`config.mk`:
```
export PLATFORM = sky130hd
export DESIGN_NAME = pipe_stall_ctrl
export DESIGN_NICKNAME = d
export VERILOG_FILES = /design/src/rtl/pipe_stall_ctrl.sv
export SDC_FILE = /design/constraint.sdc
export NUM_CORES = 1
export LEC_CHECK = 0
export CORE_AREA = 4 4 56 58
export DETAILED_ROUTE_END_ITERATION = 6
export DIE_AREA = 0 0 60 62
export GPL_TIMING_DRIVEN = 0
export PLACE_DENSITY = 0.85
export SETUP_SLACK_MARGIN = 0.1
export SYNTH_ARGS = -nofsm -noshare
export SYNTH_HDL_FRONTEND = slang
export SYNTH_SLANG_ARGS = --single-unit
```
`constraint.sdc`:
```
create_clock -name clk -period 2.05 [get_ports clk]
set_input_delay 0.3075 -clock clk [delete_from_list [all_inputs] [get_ports clk]]
set_output_delay 0.3075 -clock clk [all_outputs]
set_load 0.01 [all_outputs]
```
`src/rtl/pipe_stall_ctrl.sv`:
```
// pipe_stall_ctrl: central hazard / stall controller for the five pipeline
// registers (pc, if_id, id_ex, ex_mem, mem_wb). It resolves data-bus waits,
// EX redirects, load-use hazards and instruction-bus waits into 2-bit stall
// codes (NEXT / KEEP / ZERO). It also tracks a fetch that must be discarded
// after a redirect, and it flags data accesses that stay stuck too long.
//
// Optional build macro: STALL_PERF_CNT_EN adds three wrapping performance
// counters (load-use, redirect/flush and mem-wait cycles) together with their
// CNT_W parameter. Without the macro the counters, their ports and CNT_W are
// absent, and every other behaviour is unchanged.
module pipe_stall_ctrl #(
  parameter int unsigned MEM_TIMEOUT = 255
`ifdef STALL_PERF_CNT_EN
  ,
  parameter int unsigned CNT_W = 32
`endif
) (
  input  logic       clk,
  input  logic       rst_n,
  input  logic [4:0] id_rs1_addr,
  input  logic [4:0] id_rs2_addr,
  input  logic       id_rs1_ren,
  input  logic       id_rs2_ren,
  input  logic       ex_mem_rena,
  input  logic       ex_rd_wena,
  input  logic [4:0] ex_rd_waddr,
  input  logic       ex_redirect,
  input  logic       if_req,
  input  logic       if_ready,
  input  logic       mem_req,
  input  logic       mem_ready,
  output logic [1:0] pc_stall,
  output logic [1:0] if_id_stall,
  output logic [1:0] id_ex_stall,
  output logic [1:0] ex_mem_stall,
  output logic [1:0] mem_wb_stall,
  output logic       mem_timeout,
  output logic       flush_pend
`ifdef STALL_PERF_CNT_EN
  ,
  output logic [CNT_W-1:0] cnt_load_use,
  output logic [CNT_W-1:0] cnt_flush,
  output logic [CNT_W-1:0] cnt_mem_wait
`endif
);

  // Stall codes understood by every pipeline register.
  localparam logic [1:0] SC_NEXT = 2'b00;
  localparam logic [1:0] SC_KEEP = 2'b01;
  localparam logic [1:0] SC_ZERO = 2'b10;

  // Fetch-discard FSM states.
  localparam logic [0:0] S_RUN   = 1'b0;
  localparam logic [0:0] S_FLUSH = 1'b1;

  // Last counter value before the stuck-access pulse fires.
  localparam logic [15:0] WAIT_LAST = 16'(MEM_TIMEOUT - 32'd1);

  // Hazard terms.
  logic mem_busy_s;
  logic if_busy_s;
  logic rd_valid_s;
  logic rs1_hit_s;
  logic rs2_hit_s;
  logic load_use_s;

  // One-hot winner of the priority ladder (at most one set).
  logic rule_mem_s;
  logic rule_redir_s;
  logic rule_lu_s;
  logic rule_flush_s;
  logic rule_if_s;

  // Combined stall vector {pc, if_id, id_ex, ex_mem, mem_wb}.
  logic [9:0] stall_vec_s;

  // State.
  logic [0:0]  state_q;
  logic [0:0]  state_d;
  logic [15:0] wait_cnt_q;
  logic [15:0] wait_cnt_d;
  logic        timeout_q;
  logic        timeout_d;

  assign mem_busy_s = mem_req & ~mem_ready;
  assign if_busy_s  = if_req & ~if_ready;

  // x0 is hard-wired zero, so a load targeting it never creates a hazard.
  assign rd_valid_s = ex_mem_rena & ex_rd_wena & (ex_rd_waddr != 5'd0);
  assign rs1_hit_s  = id_rs1_ren & (id_rs1_addr == ex_rd_waddr);
  assign rs2_hit_s  = id_rs2_ren & (id_rs2_addr == ex_rd_waddr);
  assign load_use_s = rd_valid_s & (rs1_hit_s | rs2_hit_s);

  // Priority ladder: each rule only wins when every higher rule is idle.
  // A redirect under mem_busy is not lost: EX is held and re-presents it.
  assign rule_mem_s   = mem_busy_s;
  assign rule_redir_s = ~mem_busy_s & ex_redirect;
  assign rule_lu_s    = ~mem_busy_s & ~ex_redirect & load_use_s;
  assign rule_flush_s = ~mem_busy_s & ~ex_redirect & ~load_use_s & (state_q == S_FLUSH);
  assign rule_if_s    = ~mem_busy_s & ~ex_redirect & ~load_use_s & (state_q == S_RUN) & if_busy_s;

  // Stall code selection; reset forces the safe pattern with the PC held.
  always_comb begin
    stall_vec_s = {SC_NEXT, SC_NEXT, SC_NEXT, SC_NEXT, SC_NEXT};
    if (!rst_n) begin
      stall_vec_s = {SC_KEEP, SC_ZERO, SC_ZERO, SC_ZERO, SC_ZERO};
    end else if (rule_mem_s) begin
      stall_vec_s = {SC_KEEP, SC_KEEP, SC_KEEP, SC_KEEP, SC_ZERO};
    end else if (rule_redir_s) begin
      stall_vec_s = {SC_NEXT, SC_ZERO, SC_ZERO, SC_NEXT, SC_NEXT};
    end else if (rule_lu_s) begin
      stall_vec_s = {SC_KEEP, SC_KEEP, SC_ZERO, SC_NEXT, SC_NEXT};
    end else if (rule_flush_s) begin
      // The in-flight fetch belongs to the wrong path: drop whatever arrives.
      stall_vec_s = {SC_KEEP, SC_ZERO, SC_NEXT, SC_NEXT, SC_NEXT};
    end else if (rule_if_s) begin
      stall_vec_s = {SC_KEEP, SC_ZERO, SC_NEXT, SC_NEXT, SC_NEXT};
    end else begin
      stall_vec_s = {SC_NEXT, SC_NEXT, SC_NEXT, SC_NEXT, SC_NEXT};
    end
  end

  assign pc_stall     = stall_vec_s[9:8];
  assign if_id_stall  = stall_vec_s[7:6];
  assign id_ex_stall  = stall_vec_s[5:4];
  assign ex_mem_stall = stall_vec_s[3:2];
  assign mem_wb_stall = stall_vec_s[1:0];

  // Next-state logic of the fetch-discard FSM.
  always_comb begin
    state_d = state_q;
    case (state_q)
      S_RUN: begin
        // A redirect while a fetch is still in flight leaves a stale word to drop.
        if (rule_redir_s & if_busy_s) begin
          state_d = S_FLUSH;
        end else begin
          state_d = S_RUN;
        end
      end
      S_FLUSH: begin
        // The stale word lands this cycle and is zeroed in if_id.
        if (if_ready) begin
          state_d = S_RUN;
        end else begin
          state_d = S_FLUSH;
        end
      end
      default: begin
        state_d = S_RUN;
      end
    endcase
  end

  // Data-bus wait counter and stuck-access detection.
  always_comb begin
    wait_cnt_d = wait_cnt_q;
    timeout_d  = 1'b0;
    if (mem_busy_s) begin
      if (wait_cnt_q == WAIT_LAST) begin
        wait_cnt_d = 16'd0;
        timeout_d  = 1'b1;
      end else begin
        wait_cnt_d = wait_cnt_q + 16'd1;
        timeout_d  = 1'b0;
      end
    end else begin
      wait_cnt_d = 16'd0;
      timeout_d  = 1'b0;
    end
  end

  // State registers for the FSM, wait counter and timeout pulse.
  always_ff @(posedge clk or negedge rst_n) begin
    if (!rst_n) begin
      state_q    <= S_RUN;
      wait_cnt_q <= 16'd0;
      timeout_q  <= 1'b0;
    end else begin
      state_q    <= state_d;
      wait_cnt_q <= wait_cnt_d;
      timeout_q  <= timeout_d;
    end
  end

  assign mem_timeout = timeout_q;
  assign flush_pend  = (state_q == S_FLUSH);

`ifdef STALL_PERF_CNT_EN
  logic [CNT_W-1:0] cnt_lu_q;
  logic [CNT_W-1:0] cnt_fl_q;
  logic [CNT_W-1:0] cnt_mw_q;

  // Performance counters: one tick per cycle in which the matching rule wins.
  always_ff @(posedge clk or negedge rst_n) begin
    if (!rst_n) begin
      cnt_lu_q <= '0;
      cnt_fl_q <= '0;
      cnt_mw_q <= '0;
    end else begin
      if (rule_lu_s) begin
        cnt_lu_q <= cnt_lu_q + CNT_W'(1);
      end else begin
        cnt_lu_q <= cnt_lu_q;
      end
      if (rule_redir_s) begin
        cnt_fl_q <= cnt_fl_q + CNT_W'(1);
      end else begin
        cnt_fl_q <= cnt_fl_q;
      end
      if (rule_mem_s) begin
        cnt_mw_q <= cnt_mw_q + CNT_W'(1);
      end else begin
        cnt_mw_q <= cnt_mw_q;
      end
    end
  end

  assign cnt_load_use = cnt_lu_q;
  assign cnt_flush    = cnt_fl_q;
  assign cnt_mem_wait = cnt_mw_q;
`endif

endmodule

```
==> flow_summary.ini, run 1 <==
[critical_path]
endpoint = if_id_stall[1]
crit_required_ns = 1.74
worstReg2RegStart = wait_cnt_q[0]$_DFF_PN0_
reg2reg_slack_ns = 0.29
cp.arrival_ns = 1.62
crit_chain = clkdlybuf4s50_1 -> nand2_1 -> or3_1 -> o22a_1 -> buf_2
crit_cells = 5
r2r-end = wait_cnt_q[8]$_DFF_PN0_
end_kind = output port
cp_max_fo = 3
cp_num_buf_inv = 2
crit_start = ex_rd_wena
cpMaxStageDelayCell = clkdlybuf4s50_1
cpPeakStageDelay_ns = 0.52
start_kind = primary input
reg2reg_depth = 7
crit_type = primary input to output port
critical-path-top-delay-family = buffers and inverters

[cells_and_area]
nNetsFinal = 207
seqCellArea_um2 = 450.4
area_growth_pct = 46.20
final_util_pct = 63.20
antenna_cells = 0
multi_input_area_um2 = 744.5
drive_above_1_share_pct = 26.40
fillers = 208

[floorplanning]
core-area_um2 = 2663
die_area_um2 = 3720
io_pins = 38
die-height_um = 62
initial_core_util_pct = 43.23
num_rows = 19
die_w_um = 60

[global_routing]
overflow = 0
grt_pass1_wl_um = 4788
grt_usage_pct = 17.71
antenna_found_initial = 0
grt_start_max_net_pins = 19
grt_pass1_vias = 1097

[hold_path]
hold_path.class = primary input to flip-flop

[logic_synthesis]
ys_seq_area_share_pct = 39.13
yosysWarnings = 0
synth-edff-count = 0
synth_area_um2 = 1151
synth.distinct_cells = 32
synth_top_area_cell = dfrtp_1
synth_top_area_share_pct = 39.13
ys.flop_type = dfrtp_1
synth-seq-cells = 18
async_reset_ff_share_pct = 100.0
syn_inst = 131
ys_top_cells_by_area = dfrtp_1 39%, xor2_1 9.1%, xnor2_1 8.4%
avgSynthCellArea_um2 = 8.787

[flow_run]
max_cap_violations = 0

[cts]
htreeDepth = 1
numCtsBuffers = 3
root_buffer = clkbuf_4
cts_tree = built
clk_path_buf_depth = 2
clock_latency_ns = 0.30
clkSlewWorstSetupHoldPaths_ns = 0.10
cts_sinks = 18

[sta]
fin_ws_ns = 0.1194
slew_headroom_pct = 47.78
rsz0062_at_grt = true
holdWs_ns = 0.3669
skew_ns = 0.001449
setup_viol = 0
finalHoldViolCount = 0
slew_violations = 0
finalCritPeriodShare_pct = 94.18
worst_slew_pin_slew_ns = 0.7807
fin_crit_ns = 1.931
max_freq_mhz = 518.0

[detailed_routing]
num_vias = 1169
ant_nets = 0
drt-wirelength-per-cell_um = 15.52
remaining_drc_errors = 0
drt_iter0_markers = 57
vias_per_cell = 5.593
wl_um = 3243
dr.pass1.iters = 4

[place]
hpwl_um = 2338
pre_cts_ws_ns = -1.152
place_congestion = 0.8287
io_buffers = 35

[power]
peakVddDrop_v = 0.0004213
p_per_area_nw_per_um2 = 440.1
power_w = 0.0007406
p_leak_nw = 0.7367

[outcome]
status = complete, no violations
cell usage after synthesis (2+ instances only):
cell type  number
a21oi_1         3
buf_4           3
dfrtp_1        18
ha_1            2
inv_1           6
nand2_1         7
nand2b_1        2
nand3_1         7
nand4_1         7
nor2_1         20
nor2b_1         2
nor3_1          5
nor4_1          6
o21ai_0         2
or3_1           3
xnor2_1        11
xor2_1         12
kinds of logic after synthesis:
family,after synthesis,share of synthesized area (%)
fa+ha+maj,2,2.174
flops,18,39.13
buf+inv,10,4.347
simple gates,66,30.44
other cells,1,0.3258
compound gates,11,6.087
xor+xnor,23,17.50
flip-flops by register name (all words and copies together) (netlist names):
name and flops:
wait_cnt_q 16, flush_pend 1, mem_timeout 1
per-stage QoR:
step | instances | TNS, ns | cell area (um2)
5_1_grt | 209 | 0 | 1683
3_3_place_gp | 198 | -5.017 | 1544
3_5_place_dp | 198 | -5.465 | 1544
4_1_cts | 206 | -0.03457 | 1605
2_1_floorplan | 132 | 0 | 1155
6_report | 209 | 0 | 1683
worst reg2reg max path: stages (launching register included):
cell and delay [ns]:
dfrtp_1 0.44, inv_1 0.08, ha_1 0.17, nor4b_2 0.26
nand4_1 0.22, o21ai_4 0.20, clkbuf_4 0.22, nor2_1 0.07
final cells by class:
cell class,instances,area share (%)
plain buffers,4,1.784
repair buffers,42,21.41
flip-flops and latches,18,26.77
clock buffers,4,2.156
multi-input cells,104,44.24
well taps,31,2.305
inverters,6,1.338
report_power, final:
group,total [W],switching [W],internal [W]
Combinational,0.000161,0.0000778,0.0000836
Clock,0.000218,0.000110,0.000108
Sequential,0.000361,0.00000301,0.000358
worst min path at each step:
stage | from | to | slack [ns] | cells past startpoint
6_report | mem_req | mem_timeout$_DFF_PN0_ | 0.37 | 3
2_1_floorplan | rst_n | flush_pend$_DFF_PN0_ | 0.01 | 0
5_1_grt | mem_req | mem_timeout$_DFF_PN0_ | 0.39 | 3
4_1_cts | wait_cnt_q[0]$_DFF_PN0_ | wait_cnt_q[0]$_DFF_PN0_ | 0.53 | 1
3_5_place_dp | wait_cnt_q[0]$_DFF_PN0_ | wait_cnt_q[0]$_DFF_PN0_ | 0.52 | 1
3_3_place_gp | wait_cnt_q[0]$_DFF_PN0_ | wait_cnt_q[0]$_DFF_PN0_ | 0.49 | 1
timing repair:
action                                  in CTS  in global routing
hold endpoints to repair                    18                  0
hold buffers                                 1                  0
gates resized for setup                     59                 37
endpoints found under the setup margin      18                 16
pin swaps                                    4                 14
buffers inserted                             3                  4
routing by layer:
layer	share of wire, %	wire, um	GRT usage, %	up-vias
met5	0	0	0	-
met4	1.6	51	10.76	0
met3	12	381	4.959	6
met2	49	1574	30.25	75
met1	38	1236	19.62	541
li1	-	-	-	547
placed cells by master (no fill, tap or decap), drive strengths merged, types with 2 or more instances in the layout:
cell and instances:
nor4 6, nor2b 2, a21oi 3, xor2 12
nand2 7, buf 19, clkdlybuf4s15 2, xnor2 11
nor3 5, clkdlybuf4s50 9, and2 2, ha 2
nand3 8, inv 6, clkbuf 10, nand2b 2
or3 3, nor2 20, and4 2, conb 2
dlymetal6s2s 6, o21ai 3, dlygate4sd2 3, nand4 7
dfrtp 18
Note: power is estimated with default switching activity, not from simulation.
==> inputs of run 2 (changes only) <==
==> constraint.sdc (replaced) <==
create_clock -name clk -period 2.05 [get_ports clk]
set_input_delay 0.3075 -clock clk [delete_from_list [all_inputs] [get_ports clk]]
set_output_delay 0.3075 -clock clk [all_outputs]
set_load 0.005 [all_outputs]
==> run 2 against run 1 <==
- worst setup slack worse by 0.039 ns
- combinational power fell by 2%
- sequential power about the same
- via count fell by 0.60%
- die area unchanged
- first-iteration DRC count grew 5.3%
- critical path depth grew 2
- wire length up 1.2%
- fmax is 2.0% lower
- largest power group unchanged
==> flow_summary.ini, run 2 (synthesis results as in run 1) <==
[power]
p_int_w = 0.0005517
power_frac_seq_pct = 49.2
power_frac_clock_pct = 29.3
p_comb_share_pct = 21.5
peakVddDrop_v = 0.0004146
p_per_area_nw_per_um2 = 437.5
p_leak_nw = 0.7258
switching_share_pct = 24.74
power.switching_w = 0.0001814

[place]
place_congestion = 0.8287
hpwl_um = 2338
placed_area_um2 = 1544
io_buffers = 35
placed_cells = 198

[hold_path]
hold_path.class = primary input to flip-flop

[cts]
clock_latency_ns = 0.30
cts_tree = built
htreeDepth = 1
numCtsBuffers = 3
root_buffer = clkbuf_4
clkSlewWorstSetupHoldPaths_ns = 0.09
clk_path_buf_depth = 2
cts_sinks = 18

[cells_and_area]
layout_commonest_cell = nor2_1
top_register = wait_cnt_q
drive_above_1_share_pct = 25.56
nNetsFinal = 209
finalInstanceArea_um2 = 1675
final_util_pct = 62.92
area_growth_pct = 45.54
antenna_cells = 0
largest_reg_flops = 16
final_cells = 211
final_cell_mix = 20 x nor2_1, 18 x dfrtp_1, 13 x buf_4, 11 x xnor2_1, 11 x clkdlybuf4s50_1

[outcome]
status = complete, no violations

[global_routing]
antenna_found_initial = 0
grt_usage_pct = 17.94
grt_start_max_net_pins = 19
grt_pass1_vias = 1095
grt_pass1_wl_um = 4836
overflow = 0

[detailed_routing]
drt-wirelength-per-cell_um = 15.55
dr.pass1.iters = 4
wl_um = 3282
ant_nets = 0
vias_per_cell = 5.507
drt_iter0_markers = 60
remaining_drc_errors = 0
num_vias = 1162

[critical_path]
cp.arrival_ns = 1.66
crit_required_ns = 1.74
cp_max_fo = 3
start_kind = primary input
end_kind = output port
crit_type = primary input to output port

[floorplanning]
num_rows = 19
core-area_um2 = 2663
die_area_um2 = 3720
die-height_um = 62
io_pins = 38
die_w_um = 60
initial_core_util_pct = 43.23

[sta]
fin_tns_setup_ns = 0
finalCritPeriodShare_pct = 96.06
slew_headroom_pct = 47.80
holdWs_ns = 0.3729
rsz0062_at_grt = true
slew_violations = 0
setup_viol = 0
fin_crit_ns = 1.969
finalHoldViolCount = 0
worst_slew_pin_slew_ns = 0.7805
max_freq_mhz = 507.8
skew_ns = 0.003002

[flow_run]
max_cap_violations = 0
-- run 2: final cells by class --
type	instances	area, um2
clock buffers	4	36.28
well taps	31	38.79
fillers	212	987.2
plain buffers	4	30.03
multi-input cells	104	721.9
flip-flops and latches	18	450.4
repair buffers	44	375.4
inverters	6	22.52
-- run 2: worst paths after layout --
| path | from | to | slack [ns] | cells past startpoint |
|---|---|---|---|---|
| worst max register to register | wait_cnt_q[0]$_DFF_PN0_ | wait_cnt_q[8]$_DFF_PN0_ | 0.30 | 7 |
| max in group asynchronous | rst_n | wait_cnt_q[1]$_DFF_PN0_ | 0.88 | 2 |
| worst min register to register | wait_cnt_q[0]$_DFF_PN0_ | wait_cnt_q[0]$_DFF_PN0_ | 0.52 | 1 |
| worst min-delay path | mem_req | mem_timeout$_DFF_PN0_ | 0.37 | 3 |
| worst max-delay path | ex_rd_waddr[2] | pc_stall[0] | 0.08 | 7 |
| min in group asynchronous | rst_n | wait_cnt_q[12]$_DFF_PN0_ | 0.68 | 2 |
-- run 2: routing by layer --
| metal | share of wire (%) | up-vias | GRT usage, % |
|---|---|---|---|
| met5 | 0 | - | 0 |
| met1 | 38 | 549 | 19.77 |
| met4 | 2.6 | 0 | 11.71 |
| met2 | 49 | 52 | 30.25 |
| li1 | - | 553 | - |
| met3 | 10 | 8 | 5.165 |
-- run 2: per-stage QoR --
step	total power (W)	setup WS (ns)
global placement	0.0005060	-1.062
floorplan	0.0004157	0.4028
global route	0.0007689	-0.0003236
detailed placement	0.0005112	-1.119
CTS	0.0007363	0.05671
finish	0.0007330	0.08069
-- run 2: critical path: stages --
cell	delay (ns)
buf_2	0.13
xor2_1	0.15
nor4_1	0.37
a32oi_1	0.13
buf_4	0.16
o41ai_2	0.25
buf_2	0.16
-- run 2: what timing repair did --
item | CTS | global route
gates resized for setup | 58 | 35
setup buffers | 7 | 1
setup endpoints to repair | 18 | 16
hold buffers | 1 | 0
hold endpoints to repair | 18 | 0
pin swaps | 6 | 13
-- run 2: power groups by stage --
stage          clock network, W  logic (W)  registers (W)
3_3_place_gp                  0   0.000139       0.000368
6_report               0.000215   0.000157       0.000361
2_1_floorplan                 0  0.0000481       0.000368
5_1_grt                0.000239   0.000169       0.000361
4_1_cts                0.000228   0.000147       0.000361
3_5_place_dp                  0   0.000143       0.000368
==> inputs of run 3 (changes only) <==
--- a/config.mk
+++ b/config.mk
@@ -5,9 +5,9 @@
 export SDC_FILE = /design/constraint.sdc
 export NUM_CORES = 1
 export LEC_CHECK = 0
-export CORE_AREA = 4 4 56 58
+export CORE_AREA = 2 2 54 56
 export DETAILED_ROUTE_END_ITERATION = 6
-export DIE_AREA = 0 0 60 62
+export DIE_AREA = 0 0 56 58
 export GPL_TIMING_DRIVEN = 0
 export PLACE_DENSITY = 0.85
 export SETUP_SLACK_MARGIN = 0.1
==> run 3 against run 2 <==
- sequential share of layout area increased by 1.0 points
- clock power down 21%
- critical path depth is the same
- first-iteration DRC count decreased by 20%
- register-to-register slack got worse by 0.02 ns
- global-route usage up 1.4 points
- critical path type unchanged
==> flow_summary.ini, run 3 (synthesis results as in run 1) <==
[cts]
clock_latency_ns = 0.29
cts_tree = built
clk_path_buf_depth = 2
numCtsBuffers = 3
root_buffer = clkbuf_4
htreeDepth = 1
clkSlewWorstSetupHoldPaths_ns = 0.09
cts_sinks = 18

[sta]
fin_crit_ns = 1.941
holdWs_ns = 0.3993
rsz0062_at_grt = false
setup_viol = 0
worst_slew_pin_slew_ns = 0.7674
max_freq_mhz = 515.3
finalCritPeriodShare_pct = 94.67
slew_violations = 0
skew_ns = 0.002547
slew_headroom_pct = 48.67
finalHoldViolCount = 0

[cells_and_area]
final_util_pct = 60.62
final_cell_mix = 20 x nor2_1, 18 x dfrtp_1, 12 x xor2_1, 11 x clkdlybuf4s50_1
final_cells = 205
layout_commonest_cell = nor2_1
nNetsFinal = 204
top_register = wait_cnt_q
largest_reg_flops = 16
antenna_cells = 0
area_growth_pct = 40.22
finalInstanceArea_um2 = 1614
drive_above_1_share_pct = 24.14

[global_routing]
grt_usage_pct = 19.34
grt_pass1_vias = 1051
grt_pass1_wl_um = 4940
antenna_found_initial = 0
grt_start_max_net_pins = 19
overflow = 0

[critical_path]
crit_required_ns = 1.74
start_kind = primary input
cp_max_fo = 3
reg2reg_depth = 7
reg2reg_slack_ns = 0.28
end_kind = output port
crit_chain = clkbuf_2 -> xor2_1 -> nor4_2 -> a32oi_2 -> buf_4 -> o41ai_2 -> buf_2
worstReg2RegStart = wait_cnt_q[0]$_DFF_PN0_
cp.arrival_ns = 1.63
r2r-end = wait_cnt_q[13]$_DFF_PN0_
cpPeakStageDelay_ns = 0.27
crit_type = primary input to output port
cpMaxStageDelayCell = o41ai_2

[detailed_routing]
dr.pass1.iters = 4
ant_nets = 0
num_vias = 1136
vias_per_cell = 5.541
remaining_drc_errors = 0
wl_um = 2996
drt-wirelength-per-cell_um = 14.61
drt_iter0_markers = 48

[hold_path]
min_from = ex_redirect
hold_depth = 3
holdPathEnd = flush_pend$_DFF_PN0_
hold_path.class = primary input to flip-flop

[power]
power_w = 0.0006786
p_per_area_nw_per_um2 = 420.4
peakVddDrop_v = 0.0004089
p_leak_nw = 0.6906

[floorplanning]
die_w_um = 56
io_pins = 38
die-height_um = 58
num_rows = 19
initial_core_util_pct = 43.23
die_area_um2 = 3248
core-area_um2 = 2663

[place]
place_congestion = 0.9278
placed_area_um2 = 1544
hpwl_um = 2053
placed_cells = 198
io_buffers = 35

[flow_run]
max_cap_violations = 0

[outcome]
status = complete, no violations
-- run 3: cell types whose count changed in the layout (fill, tap and decap cells not counted), moves of 2 or more --
cell / before / now
buf_2: 6 / 4
buf_4: 13 / 7
buf_6: 3 / 1
clkbuf_2: 5 / 10
dlygate4sd2_1: 1 / 3
xor2_1: 10 / 12
xor2_2: 2 / 0
-- run 3: cell type report --
type                       instances  area, um2
timing repair buffer              39      317.8
inverter                           6      22.52
sequential                        18      450.4
tap                               31      38.79
multi-input combinational        104      732.0
clock buffer                       3      22.52
buffer                             4      30.03
fill                             212       1049
-- run 3: worst max path at each step --
| stage | from | endpoint | slack, ns | cells after the start |
|---|---|---|---|---|
| after CTS | ex_redirect | if_id_stall[1] | 0.03 | 6 |
| after floorplan | wait_cnt_q[0]$_DFF_PN0_ | wait_cnt_q[10]$_DFF_PN0_ | 0.40 | 7 |
| after global routing | ex_rd_waddr[3] | pc_stall[0] | 0.09 | 7 |
| after global placement | rst_n | if_id_stall[1] | -1.06 | 6 |
| after detailed placement | rst_n | if_id_stall[1] | -1.14 | 6 |
| final | ex_rd_waddr[3] | pc_stall[0] | 0.11 | 7 |
-- run 3: routing by layer --
layer  wire (um)  vias up  global-route usage [%]
met5           0        -                       0
met4          55        0                   6.463
met3         235        9                   4.464
li1            -      540                       -
met2        1383       56                   31.43
met1        1321      531                   25.71
-- run 3: what timing repair did --
item / in CTS / in global routing
hold endpoints to repair: 18 / 0
setup endpoints to repair: 18 / 14
hold buffers: 1 / 0
cloned: 0 / 0
setup buffers: 3 / 0
pin swaps: 6 / 12
gates resized for setup: 49 / 35
-- run 3: metrics by stage --
stage	worst slack, ns	TNS, ns
final	0.1092	0
after global placement	-1.064	-4.785
after CTS	0.02719	0
after floorplan	0.4028	0
after detailed placement	-1.139	-5.100
after global routing	0.08834	0
-- run 3: critical path, delay by kind of cell --
family          cells  cell delay (ns)
buf+inv             3             0.45
compound gates      2             0.43
simple gates        1             0.26
xor+xnor            1             0.18
-- run 3: power by group --
group | total [W] | internal [W] | leakage (nW) | switching (W)
Combinational | 0.000148 | 0.0000774 | 0.427 | 0.0000703
Sequential | 0.000361 | 0.000358 | 0.250 | 0.00000288
Clock | 0.000170 | 0.0000684 | 0.0138 | 0.000102
